[config.mk]
export PLATFORM = sky130hd
export DESIGN_NAME = dmem_ctrl
export DESIGN_NICKNAME = d
export VERILOG_FILES = /design/src/rtl/dmem_pkg.sv /design/src/rtl/dmem_clear_seq.sv /design/src/rtl/dmem_ctrl.sv
export SDC_FILE = /design/constraint.sdc
export NUM_CORES = 2
export LEC_CHECK = 0
export CORE_MARGIN = 1
export CORE_UTILIZATION = 29
export DETAILED_ROUTE_END_ITERATION = 8
export GPL_ROUTABILITY_DRIVEN = 0
export HOLD_SLACK_MARGIN = 0.02
export PLACE_DENSITY = 0.48
export SLEW_MARGIN = 20
export SYNTH_ARGS = -nofsm -noshare
export SYNTH_HDL_FRONTEND = slang
export SYNTH_SLANG_ARGS = --single-unit
[constraint.sdc]
create_clock -name clk -period 13.9 [get_ports clk]
set_input_delay 4.17 -clock clk [delete_from_list [all_inputs] [get_ports clk]]
set_output_delay 4.17 -clock clk [all_outputs]
set_load 0.005 [all_outputs]
[src/rtl/dmem_pkg.sv]
// Shared types, defaults and helpers for the parametrised data memory controller.
package dmem_pkg;

   typedef enum logic {
      CLEAR = 1'b0,
      IDLE  = 1'b1
   } dmem_state_t;

   localparam int unsigned DMEM_DATA_W_DEF = 8;
   localparam int unsigned DMEM_LANE_W_DEF = 8;
   localparam int unsigned DMEM_ADDR_W_DEF = 8;

   // Widest lane the parity helper accepts; narrower lanes are zero-extended.
   localparam int unsigned DMEM_MAX_LANE_W = 64;

   function automatic int unsigned dmem_nlane(input int unsigned data_w,
                                              input int unsigned lane_w);
      return data_w / lane_w;
   endfunction

   // Even parity: the stored bit makes the lane plus parity have an even count of ones.
   function automatic logic dmem_lane_parity(input logic [DMEM_MAX_LANE_W-1:0] lane);
      return ^lane;
   endfunction

endpackage

[src/rtl/dmem_clear_seq.sv]
// Clear sequencer: owns the CLEAR/IDLE state, the zeroing pointer and the busy/ready flags.
module dmem_clear_seq
   import dmem_pkg::*;
#(
   parameter int unsigned ADDR_W = DMEM_ADDR_W_DEF,
   parameter int unsigned DEPTH  = 2**ADDR_W
) (
   input  logic              clk,
   input  logic              reset_n,
   input  logic              clr_req,
   output logic              busy,
   output logic              req_ready,
   output logic              clr_we_c,
   output logic [ADDR_W-1:0] clr_addr_c
);

   localparam logic [ADDR_W-1:0] LAST_PTR = ADDR_W'(DEPTH - 1);

   dmem_state_t       state;
   logic [ADDR_W-1:0] ptr;

   // State, pointer and flags all move together so busy/req_ready stay registered.
   always_ff @(posedge clk) begin
      if (!reset_n) begin
         state     <= CLEAR;
         ptr       <= '0;
         busy      <= 1'b1;
         req_ready <= 1'b0;
      end else begin
         case (state)
            CLEAR: begin
               if (ptr == LAST_PTR) begin
                  state     <= IDLE;
                  ptr       <= '0;
                  busy      <= 1'b0;
                  req_ready <= 1'b1;
               end else begin
                  ptr <= ptr + ADDR_W'(1);
               end
            end
            IDLE: begin
               if (clr_req) begin
                  state     <= CLEAR;
                  ptr       <= '0;
                  busy      <= 1'b1;
                  req_ready <= 1'b0;
               end
            end
            default: begin
               state     <= CLEAR;
               ptr       <= '0;
               busy      <= 1'b1;
               req_ready <= 1'b0;
            end
         endcase
      end
   end

   // No array write on a reset edge: the pass restarts cleanly from address 0.
   assign clr_we_c   = (state == CLEAR) && reset_n;
   assign clr_addr_c = ptr;

endmodule

[src/rtl/dmem_ctrl.sv]
// Single-port data memory with lane write mask, registered read and hardware clear pass.
// Optional per-lane even parity storage and checking when DMEM_PARITY_EN is defined.
module dmem_ctrl
   import dmem_pkg::*;
#(
   parameter  int unsigned DATA_W = DMEM_DATA_W_DEF,
   parameter  int unsigned LANE_W = DMEM_LANE_W_DEF,
   parameter  int unsigned ADDR_W = DMEM_ADDR_W_DEF,
   parameter  int unsigned DEPTH  = 2**ADDR_W,
   localparam int unsigned NLANE  = dmem_nlane(DATA_W, LANE_W)
) (
   input  logic              clk,
   input  logic              reset_n,
   input  logic              clr_req,
   input  logic              req_valid,
   output logic              req_ready,
   input  logic              req_we,
   input  logic [ADDR_W-1:0] req_addr,
   input  logic [DATA_W-1:0] req_wdata,
   input  logic [NLANE-1:0]  req_wmask,
   output logic              rsp_valid,
   output logic [DATA_W-1:0] rsp_rdata,
   output logic              rsp_err,
   output logic              busy,
   output logic              perr
);

   localparam int unsigned IDX_W = (DEPTH > 1) ? $clog2(DEPTH) : 1;

   logic [DATA_W-1:0] mem [DEPTH];

   logic              clr_we_c;
   logic [ADDR_W-1:0] clr_addr_c;
   logic              accept_c;
   logic              in_range_c;
   logic              wr_en_c;
   logic              rd_en_c;
   logic [IDX_W-1:0]  idx_c;
   logic [IDX_W-1:0]  clr_idx_c;

   dmem_clear_seq #(
      .ADDR_W (ADDR_W),
      .DEPTH  (DEPTH)
   ) u_clear_seq (
      .clk        (clk),
      .reset_n    (reset_n),
      .clr_req    (clr_req),
      .busy       (busy),
      .req_ready  (req_ready),
      .clr_we_c   (clr_we_c),
      .clr_addr_c (clr_addr_c)
   );

   // A request in flight at a reset edge is dropped along with everything else.
   assign accept_c   = req_valid && req_ready && reset_n;
   assign in_range_c = (32'(req_addr) < DEPTH);
   assign wr_en_c    = accept_c && req_we && in_range_c;
   assign rd_en_c    = accept_c && !req_we;
   assign idx_c      = IDX_W'(req_addr);
   assign clr_idx_c  = IDX_W'(clr_addr_c);

   // Array write port: the clear pass has priority, though ready is low then anyway.
   always_ff @(posedge clk) begin
      if (clr_we_c) begin
         mem[clr_idx_c] <= '0;
      end else if (wr_en_c) begin
         for (int i = 0; i < NLANE; i++) begin
            if (req_wmask[i]) begin
               mem[idx_c][i*LANE_W +: LANE_W] <= req_wdata[i*LANE_W +: LANE_W];
            end
         end
      end
   end

   // Response registers; rsp_rdata holds until the next read response.
   always_ff @(posedge clk) begin
      if (!reset_n) begin
         rsp_valid <= 1'b0;
         rsp_rdata <= '0;
         rsp_err   <= 1'b0;
      end else begin
         rsp_valid <= rd_en_c;
         rsp_err   <= accept_c && !in_range_c;
         if (rd_en_c) begin
            rsp_rdata <= in_range_c ? mem[idx_c] : '0;
         end
      end
   end

`ifdef DMEM_PARITY_EN
   logic [NLANE-1:0] par [DEPTH];
   logic             rd_perr_c;

   always_ff @(posedge clk) begin
      if (clr_we_c) begin
         par[clr_idx_c] <= '0;
      end else if (wr_en_c) begin
         for (int i = 0; i < NLANE; i++) begin
            if (req_wmask[i]) begin
               par[idx_c][i] <= dmem_lane_parity(DMEM_MAX_LANE_W'(req_wdata[i*LANE_W +: LANE_W]));
            end
         end
      end
   end

   // Any lane whose recomputed parity disagrees with its stored bit flags the read.
   always_comb begin
      rd_perr_c = 1'b0;
      for (int i = 0; i < NLANE; i++) begin
         if (dmem_lane_parity(DMEM_MAX_LANE_W'(mem[idx_c][i*LANE_W +: LANE_W])) != par[idx_c][i]) begin
            rd_perr_c = 1'b1;
         end
      end
   end

   always_ff @(posedge clk) begin
      if (!reset_n) begin
         perr <= 1'b0;
      end else begin
         perr <= rd_en_c && in_range_c && rd_perr_c;
      end
   end
`else
   assign perr = 1'b0;
`endif

endmodule

Word-level counts from Yosys, hierarchy flattened
Memories as Yosys holds them, arrays and structs flattened. A register that Yosys moved wholly into a read port is not among the register bits.
Index checks and enable logic that the tools add are counted.
{"block": "totals", "elab_cells": 41, "ram_bits": 2048, "ff_bits": 12, "mem_count": 1}
{"memory": "mem", "words": 256, "word_bits": 8, "rd": 1, "rd_clocked_by_memory_dff": 1, "wr": 1, "line": "dmem_ctrl.sv:30", "rtl": "logic [DATA_W-1:0] mem [DEPTH];"}
{"block": "op_classes", "muxes": 21, "reduce_logical": 9, "n_eq_ne": 3, "n_bitwise": 1, "add_sub_neg": 1}
{"cell": "two-way mux 8 bit", "count": 4}
{"cell": "case mux 8 bit (2 select lines)", "count": 1}
{"cell": "two-way mux 1 bit", "count": 13}
{"cell": "adder 8 x 1 -> 8 bit, second input constant", "count": 1}
{"cell": "== test 8 bit, second input constant", "count": 1}
{"cell": "OR reduction 8 bit", "count": 1}
{"cell": "case mux 1 bit (2 select lines)", "count": 3}
{"cell": "logical AND 1 bit", "count": 5}
{"cell": "zero test 1 bit", "count": 2}
{"cell": "inequality test 2 x 1 -> 1 bit, second input constant", "count": 1}
{"cell": "inequality test 2 bit, second input constant", "count": 1}
{"cell": "AND reduction 2 bit", "count": 1}
{"cell": "NOT 1 bit", "count": 1}

Depth between registers and ports, before layout
{"block": "depth", "ltp_word": 8, "depth_mapped": 12, "depth_no_buf": 6}

Modules after synthesis
Synthesis repeated with hierarchy kept, for this count alone.
{"block": "hier_totals", "cells_unflattened": 3943, "hier_area_um2": 80514.7}
{"mod": "dmem_ctrl", "n_inst": 1, "seq_area_each_um2": 61679.2, "cells_per_inst": 3878, "area_each_um2": 79967.9}
{"mod": "dmem_clear_seq", "n_inst": 1, "seq_area_each_um2": 220.2, "cells_per_inst": 65, "area_each_um2": 546.8}

Worst setup path before layout
Ideal clock, no wire load.
{"block": "synth_path", "kind": "input-to-reg", "start": "in req_wmask", "end": "mem mem[0][0] (netlist bit), data pin", "setup_ns": 0.869, "arrival_time_ns": 8.253, "stages": 5, "slack_ns": 4.778, "n_path_buf": 2, "cell_sequence": "nand4_1 -> nor2_1 -> clkbuf_1 -> clkbuf_1 -> and2_1"}
{"block": "synth_between", "elab_chain_cells": 6}
{"element": "start, declared", "line": "dmem_ctrl.sv:20", "rtl": "input logic [NLANE-1:0] req_wmask,"}
{"element": "two-way mux 1 bit", "line": "dmem_ctrl.sv:68", "rtl": "if (req_wmask[i]) begin"}
{"element": "two-way mux 1 bit", "line": "dmem_ctrl.sv:66", "rtl": "end else if (wr_en_c) begin"}
{"element": "two-way mux 1 bit", "line": "dmem_ctrl.sv:64", "rtl": "if (clr_we_c) begin"}
{"element": "two-way mux 1 bit (not written as such)", "line": "dmem_ctrl.sv:69", "rtl": "mem[idx_c][i*LANE_W +: LANE_W] <= req_wdata[i*LANE_W +: LANE_W];"}
{"element": "OR reduction 8 bit (no source line)"}
{"element": "two-way mux 8 bit (no source line)"}
{"element": "end, declared", "line": "dmem_ctrl.sv:30"}
Every way passes these cells.

==> qor.yml <==
criticalPathCategory: "input pin to flop"
multi_input_area_mm2: 0.0176
fp-row-count: 193
maxCapViolCount: 0
dieWidth_um: 529
min_from: "u_clear_seq.busy$_SDFFE_PN1P_"
gr-total-overflow: 0
firstDrtPassIters: 6
synth_top_area_share_pct: 76.3
synth_area_mm2: 0.0806
cp-end-kind: "flop"
hold_buffers: 0
die_y_um: 529
hold_viol_final: 0
synth.area.top_cells: "edfxtp_1, mux4_2, nor2_1, mux2i_1, mux2_2"
r2r-start: "u_clear_seq.state$_SDFF_PN0_"
worstPathMaxFanout: 39
grt_first_pass_wirelength_um: 317000
wire_per_inst_um: 28.8
start_util_pct: 29.1
drtIter0Drc: 3974
leakage_nw: 27.2
drive_gt1_share_pct: 24.0
cts_buffers: 212
worst_slew_pin_slew_ns: 1.20
htree_levels: 4
routed_wl_um: 225000
mostFrequentLayoutCells: "edfxtp_1, mux4_2, nor2_1"
period_needed_ns: 8.03
port_buffers: 32
cp-start-kind: "input pin"
stdcell_count: 7813
fin_nets: 3958
fmax_mhz: 125
clk_pin_slew_worst_paths_ns: 0.06
status: "finished, final reports clean"
synth-edff-count: 2048
ioPinCount: 35
async_flop_share_pct: 0
cts_tree: "yes"
core_region_area_mm2: 0.276
synthSimpleGateAreaFrac_pct: 3.16
ys_warn_count: 0
rsz0062_at_grt: "false"
worstSetupStartpoint: "req_addr[2]"
clock-sinks: 2068
final_cell_area_mm2: 0.0921
dp_hpwl_um: 135000
avgSynthCellArea_um2: 21.1
hold_path_class: "flop to flop"
grt_max_degree: 205
fin_worst_skew_ns: 0.0653
drv_slew: 0
synth_top_family_by_area: "multiplexers"
ys_seq_elements: 2068
pwr_density_cell_mw_per_mm2: 138
cts_resized: 0
cts_buffer_depth: 3
synthAdderAreaFrac_pct: 0.0155
synth_mux_area_share_pct: 16.0
area_delta_synth_final_pct: 14.3
register_area_mm2: 0.0619
yosys.area.top_type: "edfxtp_1"
antenna_found_initial: 2
clk_latency_ns: 0.88
synth.distinct_cells: 55
ctsRootBufferMaster: "clkbuf_16"
vias_per_cell: 4.97
drcViolationCount: 0
yosys_most_used_dff: "edfxtp_1"
crit_required_ns: 14.71
whs_ns: 0.549
die-area_mm2: 0.280
post-route-period-util_pct: 57.8
grt.total_usage_pct: 16.0
tns_ns: 0
ir_drop_v: 0.000139
utilization_pct: 33.3
ant_nets: 0
fillers: 26000
post_cts_buffers: 0
synth_seq_area_share_pct: 76.8
post_dp_cell_area_mm2: 0.0853
crit_arrival_ns: 8.84
synth-compound-area-share_pct: 2.51
synthXorXnorAreaFrac_pct: 0.0435
final_common_cell: "edfxtp_1"
maxSlewHeadroom_pct: 20.1
grt_pass1_vias: 40000
synth_cells: 3825
vias: 38800
dpl.cell_count: 7422
finalSetupViolCount: 0
==> path summary, 6_finish.rpt <==
path,end,slack (ns),cells past startpoint
setup / recovery,rsp_rdata[6]$_SDFFE_PN0P_,5.87,10
hold / removal,u_clear_seq.busy$_SDFFE_PN1P_,0.55,2
setup reg to reg,mem[82][5]$_DFFE_PP_,9.49,7
hold reg to reg,u_clear_seq.busy$_SDFFE_PN1P_,0.55,2
==> kinds of logic after synthesis <==
group,after synthesis
compound gates,285
xor+xnor,4
other cells,1
flops,2068
buf+inv,235
fa+ha+maj,1
simple gates,572
mux,659
==> power breakdown <==
part           internal, mW  total (mW)  switching, mW  leakage, nW
registers              6.75        6.76        0.00315         18.4
logic                 0.161       0.423          0.261         5.50
clock network          3.09        5.53           2.45         3.27
==> area by class of cell <==
type,instances,share of cell area [%]
Clock inverter,126,1.28
Clock buffer,255,5.98
Inverter,5,0.0258
Sequential cell,2068,67.2
Timing Repair Buffer,125,1.32
Antenna cell,6,0.0163
Multi-Input combinational cell,1523,19.1
Tap cell,3705,5.03
==> synthesized netlist by cell type (20+ instances only) <==
cell type and instances:
a21oi_1 34, a221oi_1 39, a22oi_1 68, and2_1 27, buf_1 20, buf_2 56, buf_4 36, clkbuf_1 107
dfxtp_1 20, edfxtp_1 2048, mux2_1 25, mux2_2 53, mux2i_1 85, mux4_2 496, nand2_1 106, nand3_1 28
nor2_1 296, o211ai_1 23, o21ai_0 39
==> flip-flops by register name, summed over array words and instances (netlist names) <==
| register | cells |
|---|---|
| mem | 2048 |
| rsp_rdata | 8 |
| u_clear_seq.clr_addr_c | 8 |
| rsp_valid | 1 |
| u_clear_seq.busy | 1 |
| u_clear_seq.req_ready | 1 |
| u_clear_seq.state | 1 |
==> metal layers <==
| layer | routed length (µm) | vias up | GRT usage [%] |
|---|---|---|---|
| met5 | 0 | - | 0 |
| met4 | 7310 | 0 | 5.44 |
| met3 | 11900 | 282 | 2.47 |
| met2 | 108000 | 1148 | 25.9 |
| met1 | 97400 | 21300 | 21.8 |
| li1 | - | 16100 | - |
==> metrics by stage <==
| step | setup WS (ns) | power (mW) |
|---|---|---|
| floorplan | 4.78 | 7.16 |
| global placement | 4.96 | 7.32 |
| detailed placement | 5.05 | 7.32 |
| CTS | 5.98 | 12.8 |
| global route | 5.90 | 13.1 |
| finish | 5.87 | 12.7 |
==> critical path, stage by stage <==
cell,delay [ns]
buf_4,0.12
buf_4,0.42
buf_4,0.65
and2_2,0.57
buf_4,0.51
a221oi_1,0.35
o211ai_1,0.25
nand4_1,0.42
nor4_1,1.05
a221o_1,0.20
Power figures use the tool's default switching activity.
